[src/rtl/tdm_pkg.sv]
// tdm_pkg: shared mode encoding and default sizing for the TDM demultiplexer
package tdm_pkg;
  typedef enum logic {TDM_MANUAL = 1'b0, TDM_AUTO = 1'b1} tdm_mode_e;
  localparam int TDM_N_CH = 8;
  localparam int TDM_DATA_W = 8;
endpackage

[src/rtl/tdm_slot_ctr.sv]
// tdm_slot_ctr: modulo-N_CH slot counter with sync, advance and mode-change clear
module tdm_slot_ctr
  import tdm_pkg::*;
#(
  parameter int N_CH = TDM_N_CH,
  parameter int SEL_W = $clog2(N_CH)
) (
  input  logic             clk_i,
  input  logic             rst_ni,
  input  logic             adv,
  input  logic             sync,
  input  logic             clr,
  output logic [SEL_W-1:0] slot,
  output logic             wrap
);
  logic [SEL_W-1:0] nxt;
  logic             last;
  // next slot: clear beats sync, sync with a sample lands on 1, explicit wrap at N_CH-1
  always_comb begin
    last = slot == SEL_W'(N_CH - 1);
    nxt  = clr ? '0 : sync ? (adv ? SEL_W'(1) : '0) : !adv ? slot : last ? '0 : slot + SEL_W'(1);
  end
  assign wrap = adv && !sync && last;
  // slot register
  always_ff @(posedge clk_i or negedge rst_ni)
    if (!rst_ni) slot <= '0;
    else slot <= nxt;
endmodule

[src/rtl/tdm_demux.sv]
// tdm_demux: registered 1-to-N time-division demultiplexer with manual or round-robin channel select
module tdm_demux
  import tdm_pkg::*;
#(
  parameter int N_CH = TDM_N_CH,
  parameter int DATA_W = TDM_DATA_W,
  parameter int HOLD = 1,
  localparam int SEL_W = $clog2(N_CH)
) (
  input  logic                         clk_i,
  input  logic                         rst_ni,
  input  logic [DATA_W-1:0]            data_i,
  input  logic                         valid_i,
  input  logic [SEL_W-1:0]             sel_i,
  input  logic                         mode_i,
  input  logic                         sync_i,
  output logic [N_CH-1:0][DATA_W-1:0]  data_o,
  output logic [N_CH-1:0]              valid_o,
  output logic                         frame_o,
  output logic [SEL_W-1:0]             slot_o,
  output logic                         err_o
);
  tdm_mode_e        mode, mode_q;
  logic             is_auto, in_range, wr, wrap;
  logic [SEL_W-1:0] slot, ch;
  // effective channel: sync forces slot 0 in auto mode; out-of-range selects are only reachable manually
  always_comb begin
    mode     = tdm_mode_e'(mode_i);
    is_auto  = mode == TDM_AUTO;
    ch       = is_auto ? (sync_i ? '0 : slot) : sel_i;
    in_range = {1'b0, ch} < (SEL_W + 1)'(N_CH);
    wr       = valid_i && in_range;
  end
  tdm_slot_ctr #(.N_CH(N_CH), .SEL_W(SEL_W)) u_ctr (
    .clk_i (clk_i),
    .rst_ni(rst_ni),
    .adv   (is_auto && valid_i),
    .sync  (is_auto && sync_i),
    .clr   (mode != mode_q),
    .slot  (slot),
    .wrap  (wrap)
  );
  assign slot_o = slot;
  // mode edge detect, frame pulse and sticky select error
  always_ff @(posedge clk_i or negedge rst_ni)
    if (!rst_ni) begin
      mode_q  <= TDM_MANUAL;
      frame_o <= 1'b0;
      err_o   <= 1'b0;
    end else begin
      mode_q  <= mode;
      frame_o <= wrap;
      err_o   <= err_o || (valid_i && !in_range);
    end
  for (genvar i = 0; i < N_CH; i++) begin : g_ch
    // channel register: load on a hit, otherwise hold or clear
    always_ff @(posedge clk_i or negedge rst_ni)
      if (!rst_ni) begin
        data_o[i]  <= '0;
        valid_o[i] <= 1'b0;
      end else begin
        data_o[i]  <= (wr && ch == SEL_W'(i)) ? data_i : (HOLD != 0) ? data_o[i] : '0;
        valid_o[i] <= wr && ch == SEL_W'(i);
      end
  end
endmodule

[config.mk]
export PLATFORM = sky130hd
export DESIGN_NAME = tdm_demux
export DESIGN_NICKNAME = d
export VERILOG_FILES = /design/src/rtl/tdm_pkg.sv /design/src/rtl/tdm_slot_ctr.sv /design/src/rtl/tdm_demux.sv
export SDC_FILE = /design/constraint.sdc
export NUM_CORES = 1
export LEC_CHECK = 0
export CAP_MARGIN = 20
export CORE_ASPECT_RATIO = 1.2
export CORE_UTILIZATION = 30
export CTS_CLUSTER_SIZE = 16
export DETAILED_ROUTE_END_ITERATION = 10
export RECOVER_POWER = 25
export SYNTH_ARGS = -nofsm -noshare
export SYNTH_HDL_FRONTEND = slang
export SYNTH_SLANG_ARGS = --single-unit
[constraint.sdc]
create_clock -name clk_i -period 1.9 [get_ports clk_i]
set_input_delay 0.19 -clock clk_i [delete_from_list [all_inputs] [get_ports clk_i]]
set_output_delay 0.19 -clock clk_i [all_outputs]
set_load 0.01 [all_outputs]
Word-level counts from Yosys, hierarchy flattened
Index checks and enable logic that the tools add are counted.
{"block": "op_classes", "n_reduce_logical": 15, "muxes": 7, "eq_ne": 9, "addsub": 1}
{"operator": "two-way mux 3 bit", "n": 6}
{"operator": "== test 3 bit, second input constant", "n": 5}
{"operator": "logical AND 1 bit", "n": 12}
{"operator": "== test 3 x 2 -> 1 bit, second input constant", "n": 2}
{"operator": "adder 3 x 1 -> 3 bit, second input constant", "n": 1}
{"operator": "== test 3 x 1 -> 1 bit, second input constant", "n": 1}
{"operator": "logical NOT 3 bit", "n": 1}
{"operator": "nonzero test 3 bit", "n": 1}
{"operator": "logical NOT 1 bit", "n": 1}
{"operator": "two-way mux 1 bit", "n": 1}
{"operator": "!= test 1 bit", "n": 1}
{"block": "word_totals", "out_inout_bits": 77, "register_bits": 77}

Longest topological paths before layout
{"block": "depth", "word_depth": 5, "depth_mapped": 7, "ltp_nobuf": 5}

Modules after synthesis
From an unflattened synthesis, not the netlist that was laid out.
{"block": "hier_totals", "cells_unflattened": 191, "hier_area_um2": 3036.7}
{"mod": "tdm_demux", "seq_area_each_um2": 1851.8, "instances": 1, "cells_per_inst": 176, "area_per_inst_um2": 2870.3}
{"mod": "tdm_slot_ctr", "seq_area_each_um2": 75.1, "instances": 1, "cells_per_inst": 15, "area_per_inst_um2": 166.4}

Least setup slack after synthesis
Ideal clock, no wire load.
{"block": "synth_timing", "kind": "register to register", "startpoint": "reg u_ctr.slot[2]", "endpoint": "reg data_o[32] in the netlist's numbering", "n_path_buf": 1, "path_stages_with_launch": 6, "setup_ps": 125, "slack_ps": 366, "arrival_ps": 1409, "cell_sequence": "dfrtp_1 -> nand3b_4 -> a21boi_2 -> nor2b_1 -> buf_4 -> mux2_2"}
{"block": "synth_via", "elab_chain_len": 4}
{"item": "from (decl)", "line_no": "tdm_slot_ctr.sv:13", "source": "output logic [SEL_W-1:0] slot,"}
{"item": "from (signal assigned)", "line_no": "tdm_slot_ctr.sv:27", "source": "else slot <= nxt;"}
{"item": "two-way mux 3 bit (2 in series)", "line_no": "tdm_demux.sv:30", "source": "ch = is_auto ? (sync_i ? '0 : slot) : sel_i;"}
{"item": "== test 3 bit", "line_no": "tdm_demux.sv:62", "source": "data_o[i] <= (wr && ch == SEL_W'(i)) ? data_i : (HOLD != 0) ? data_o[i] : '0;"}
{"item": "logical AND 1 bit", "line_no": "tdm_demux.sv:62"}
{"item": "to (signal, indexed assignment)", "line_no": "tdm_demux.sv:62"}
{"item": "to (decl)", "line_no": "tdm_demux.sv:17", "source": "output logic [N_CH-1:0][DATA_W-1:0] data_o,"}
No other way between the ends.
A chain may end at the register's enable or synchronous reset.

Worst setup path after layout
{"block": "layout_timing", "startpoint": "in sync_i", "endpoint": "reg data_o[36] in the netlist's numbering"}
{"block": "layout_via", "elab_chain_len": 4}
{"item": "from (decl)", "line_no": "tdm_demux.sv:16", "source": "input logic sync_i,"}
{"item": "two-way mux 3 bit (2 in series)", "line_no": "tdm_demux.sv:30"}
{"item": "== test 3 bit", "line_no": "tdm_demux.sv:62"}
{"item": "logical AND 1 bit", "line_no": "tdm_demux.sv:62"}
No other way between the ends.

==> flow_summary.toml <==
[cells_and_area]
area.growth.synth_to_final_pct = 47.4
fillCellCount = 919
drive_above_1_share_pct = 32.7
layout_common_cells = "90 x clkdlybuf4s50_1, 77 x dfrtp_1, 53 x mux2_2, 12 x buf_4, 9 x clkbuf_16"
nNetsFinal = 325
num_antenna_cells = 0
layout.cells.most_common = "clkdlybuf4s50_1"
final_util_pct = 45.4

[global_routing]
grt_usage_pct = 14.7
grt_pass1_wl_mm = 11.4
grt_overflow = 0
antenna_found_initial = 0
grt_pass1_vias = 2044
grt_max_degree = 45

[synth]
syn-num-nets = 214
syn_area_per_cell_um2 = 15.7
synth_seq_area_share_pct = 62.4
syn-cell-area_um2 = 3090
ys_warn_count = 0
ys_types = 30
ys_ff_latch = 77
synth_cells = 196

[worst_setup_path]
arrival_ns = 1.86
critical_path_peak_fanout = 6
cp-start-kind = "primary input"
required_ns = 2.12
crit_chain = "clkdlybuf4s50_1 -> nand2b_1 -> o22ai_2 -> nor2b_1 -> buf_4 -> mux2_2"
cp_slowest_stage_delay_ns = 0.56
crit_type = "in -> reg"
critPathSlowestCell = "clkdlybuf4s50_1"
worst_setup_path_end_kind = "flop"

[cts]
cts_setup_buffers = 0
cts_made_buffers = 9
cts_root_buf = "clkbuf_16"
clock_path_buffers = 2
clock_latency_ns = 0.33
cts_tree = "yes"
clkSinkCount = 77
htree_levels = 3
clk_transition_reported_paths_ns = 0.06

[sta]
clock_skew_ns = 0.00277
setup_viol = 0
hold_viol = 0
slew_headroom_pct = 24.8
period_minus_slack_ns = 1.65
fmax_mhz = 607
fin_crit_sh_pct = 86.7
grt_setup_unrepaired = "false"
maxSlewViolCount = 0
setup_tns_ns = 0
worst_slew_pin_slew_ns = 1.13

[worst_hold_path]
hold_path.class = "reg -> reg"

[drt]
routed_wl_mm = 7.18
drt-pass1-iter-count = 4
wl_per_cell_um = 16.4
drtAntennaViolNets = 0
drc = 0
drtIter0Drc = 63
dr_total_vias = 1946
vias_per_cell = 4.44

[job]
max_cap_viol_count = 0

[die]
core_um2 = 10000
dieArea_um2 = 10700
rows = 40
num_io_pins = 93
die_h_um = 113
initial_utilization_pct = 30.8
die_w_um = 94.6

[power_and_ir_drop]
powerDensity_nw_per_um2 = 1140
power_w = 0.00519
leakage_nw = 2.07
vdd_drop_max_mv = 0.643

[run_status]
outcome = "complete, no violations"

[placed_design]
dpl.hpwl_mm = 5.00
place.gp.congestion = 0.701
numPortBuffers = 91
==> where the power goes <==
group          total (W)  switching, W  internal, W  leakage (nW)
Sequential       0.00212      0.000166      0.00196         0.960
Clock            0.00177      0.000648      0.00112         0.152
Combinational    0.00130      0.000463     0.000834         0.959
Total            0.00519       0.00128      0.00391          2.07
==> area by class of cell <==
| cell class | instances | area [um2] | area share [%] |
|---|---|---|---|
| Clock inverter | 3 | 42.5 | 0.935 |
| Inverter | 8 | 30.0 | 0.660 |
| Tap cell | 126 | 158 | 3.47 |
| Sequential cell | 77 | 1930 | 42.4 |
| Clock buffer | 13 | 270 | 5.94 |
| Timing Repair Buffer | 106 | 1050 | 23.0 |
| Multi-Input combinational cell | 105 | 1070 | 23.6 |
==> worst paths after layout <==
path / endpoint / slack, ns / startpoint / depth (start not counted)
setup / recovery: data_o[36]$_DFFE_PN0P_ / 0.25 / sync_i / 6
hold / removal: data_o[38]$_DFFE_PN0P_ / 0.49 / data_o[38]$_DFFE_PN0P_ / 1
setup reg to reg: data_o[15]$_DFFE_PN0P_ / 0.27 / u_ctr.slot[0]$_DFFE_PN0P_ / 4
hold reg to reg: data_o[38]$_DFFE_PN0P_ / 0.49 / data_o[38]$_DFFE_PN0P_ / 1
max in group asynchronous: mode_q$_DFF_PN0_ / 0.51 / rst_ni / 3
min in group asynchronous: u_ctr.slot[1]$_DFFE_PN0P_ / 0.62 / rst_ni / 2
==> Yosys cell counts <==
cell type  number  share of area [%]
dfrtp_1        77                 62
mux2_2         53                 19
inv_1           8               0.97
mux2_4          8                3.9
nand2_1         6               0.73
nor2_1          6               0.73
buf_6           3                1.1
mux2_1          3                1.1
nand2b_1        3               0.61
o21ai_0         3               0.49
buf_4           2               0.49
ha_1            2               0.81
mux2i_1         2               0.65
nand2_2         2               0.41
nand2_4         2               0.73
nor2b_1         2               0.41
a21boi_2        1               0.36
and3_1          1               0.20
buf_2           1               0.16
conb_1          1               0.12
nand3b_1        1               0.24
nand3b_4        1               0.65
nand4b_1        1               0.28
nand4bb_1       1               0.36
nor2b_4         1               0.45
o2111ai_1       1               0.28
o21ai_2         1               0.28
o22ai_2         1               0.41
o31ai_2         1               0.41
o32ai_4         1               0.89
==> kinds of logic after synthesis <==
logic type | after synthesis | synth area share [%]
DFF | 77 | 62.4
muxes | 66 | 25.0
and+or+nand+nor | 27 | 5.80
buffers and inverters | 14 | 2.72
AOI/OAI and AO/OA | 9 | 3.12
adders and majority gates | 2 | 0.811
other | 1 | 0.122
==> registers in the layout, indices dropped and copies added, names as in the netlist <==
register	cells
valid_o	8
data_o	64
mode_q	1
frame_o	1
u_ctr.slot	3
==> critical path, delay by kind of cell <==
kind	cells	cell delay (ns)
and+or+nand+nor	2	0.43
AOI/OAI and AO/OA	1	0.14
buffers and inverters	2	0.75
muxes	1	0.34
==> per-stage QoR <==
stage	cell area [um2]	worst slack, ns	instances	hold slack, ns
global route	4550	0.150	438	0.518
global placement	4230	-0.0690	421	0.231
CTS	4550	0.232	438	0.428
detailed placement	4230	-0.0963	421	0.235
floorplan	3090	0.366	196	-0.106
finish	4550	0.253	438	0.489
==> repair_timing <==
action                    CTS  global route
hold endpoints to repair   43             0
hold buffers                1             0
resized for setup           0             0
==> layer usage <==
| metal | vias to the layer above | GRT usage, % | wire (um) |
|---|---|---|---|
| li1 | 899 | - | - |
| met4 | 0 | 4.55 | 106 |
| met1 | 987 | 18.6 | 3210 |
| met3 | 10 | 5.31 | 404 |
| met5 | - | 0 | 0 |
| met2 | 50 | 23.3 | 3470 |
Power figures use the tool's default switching activity.
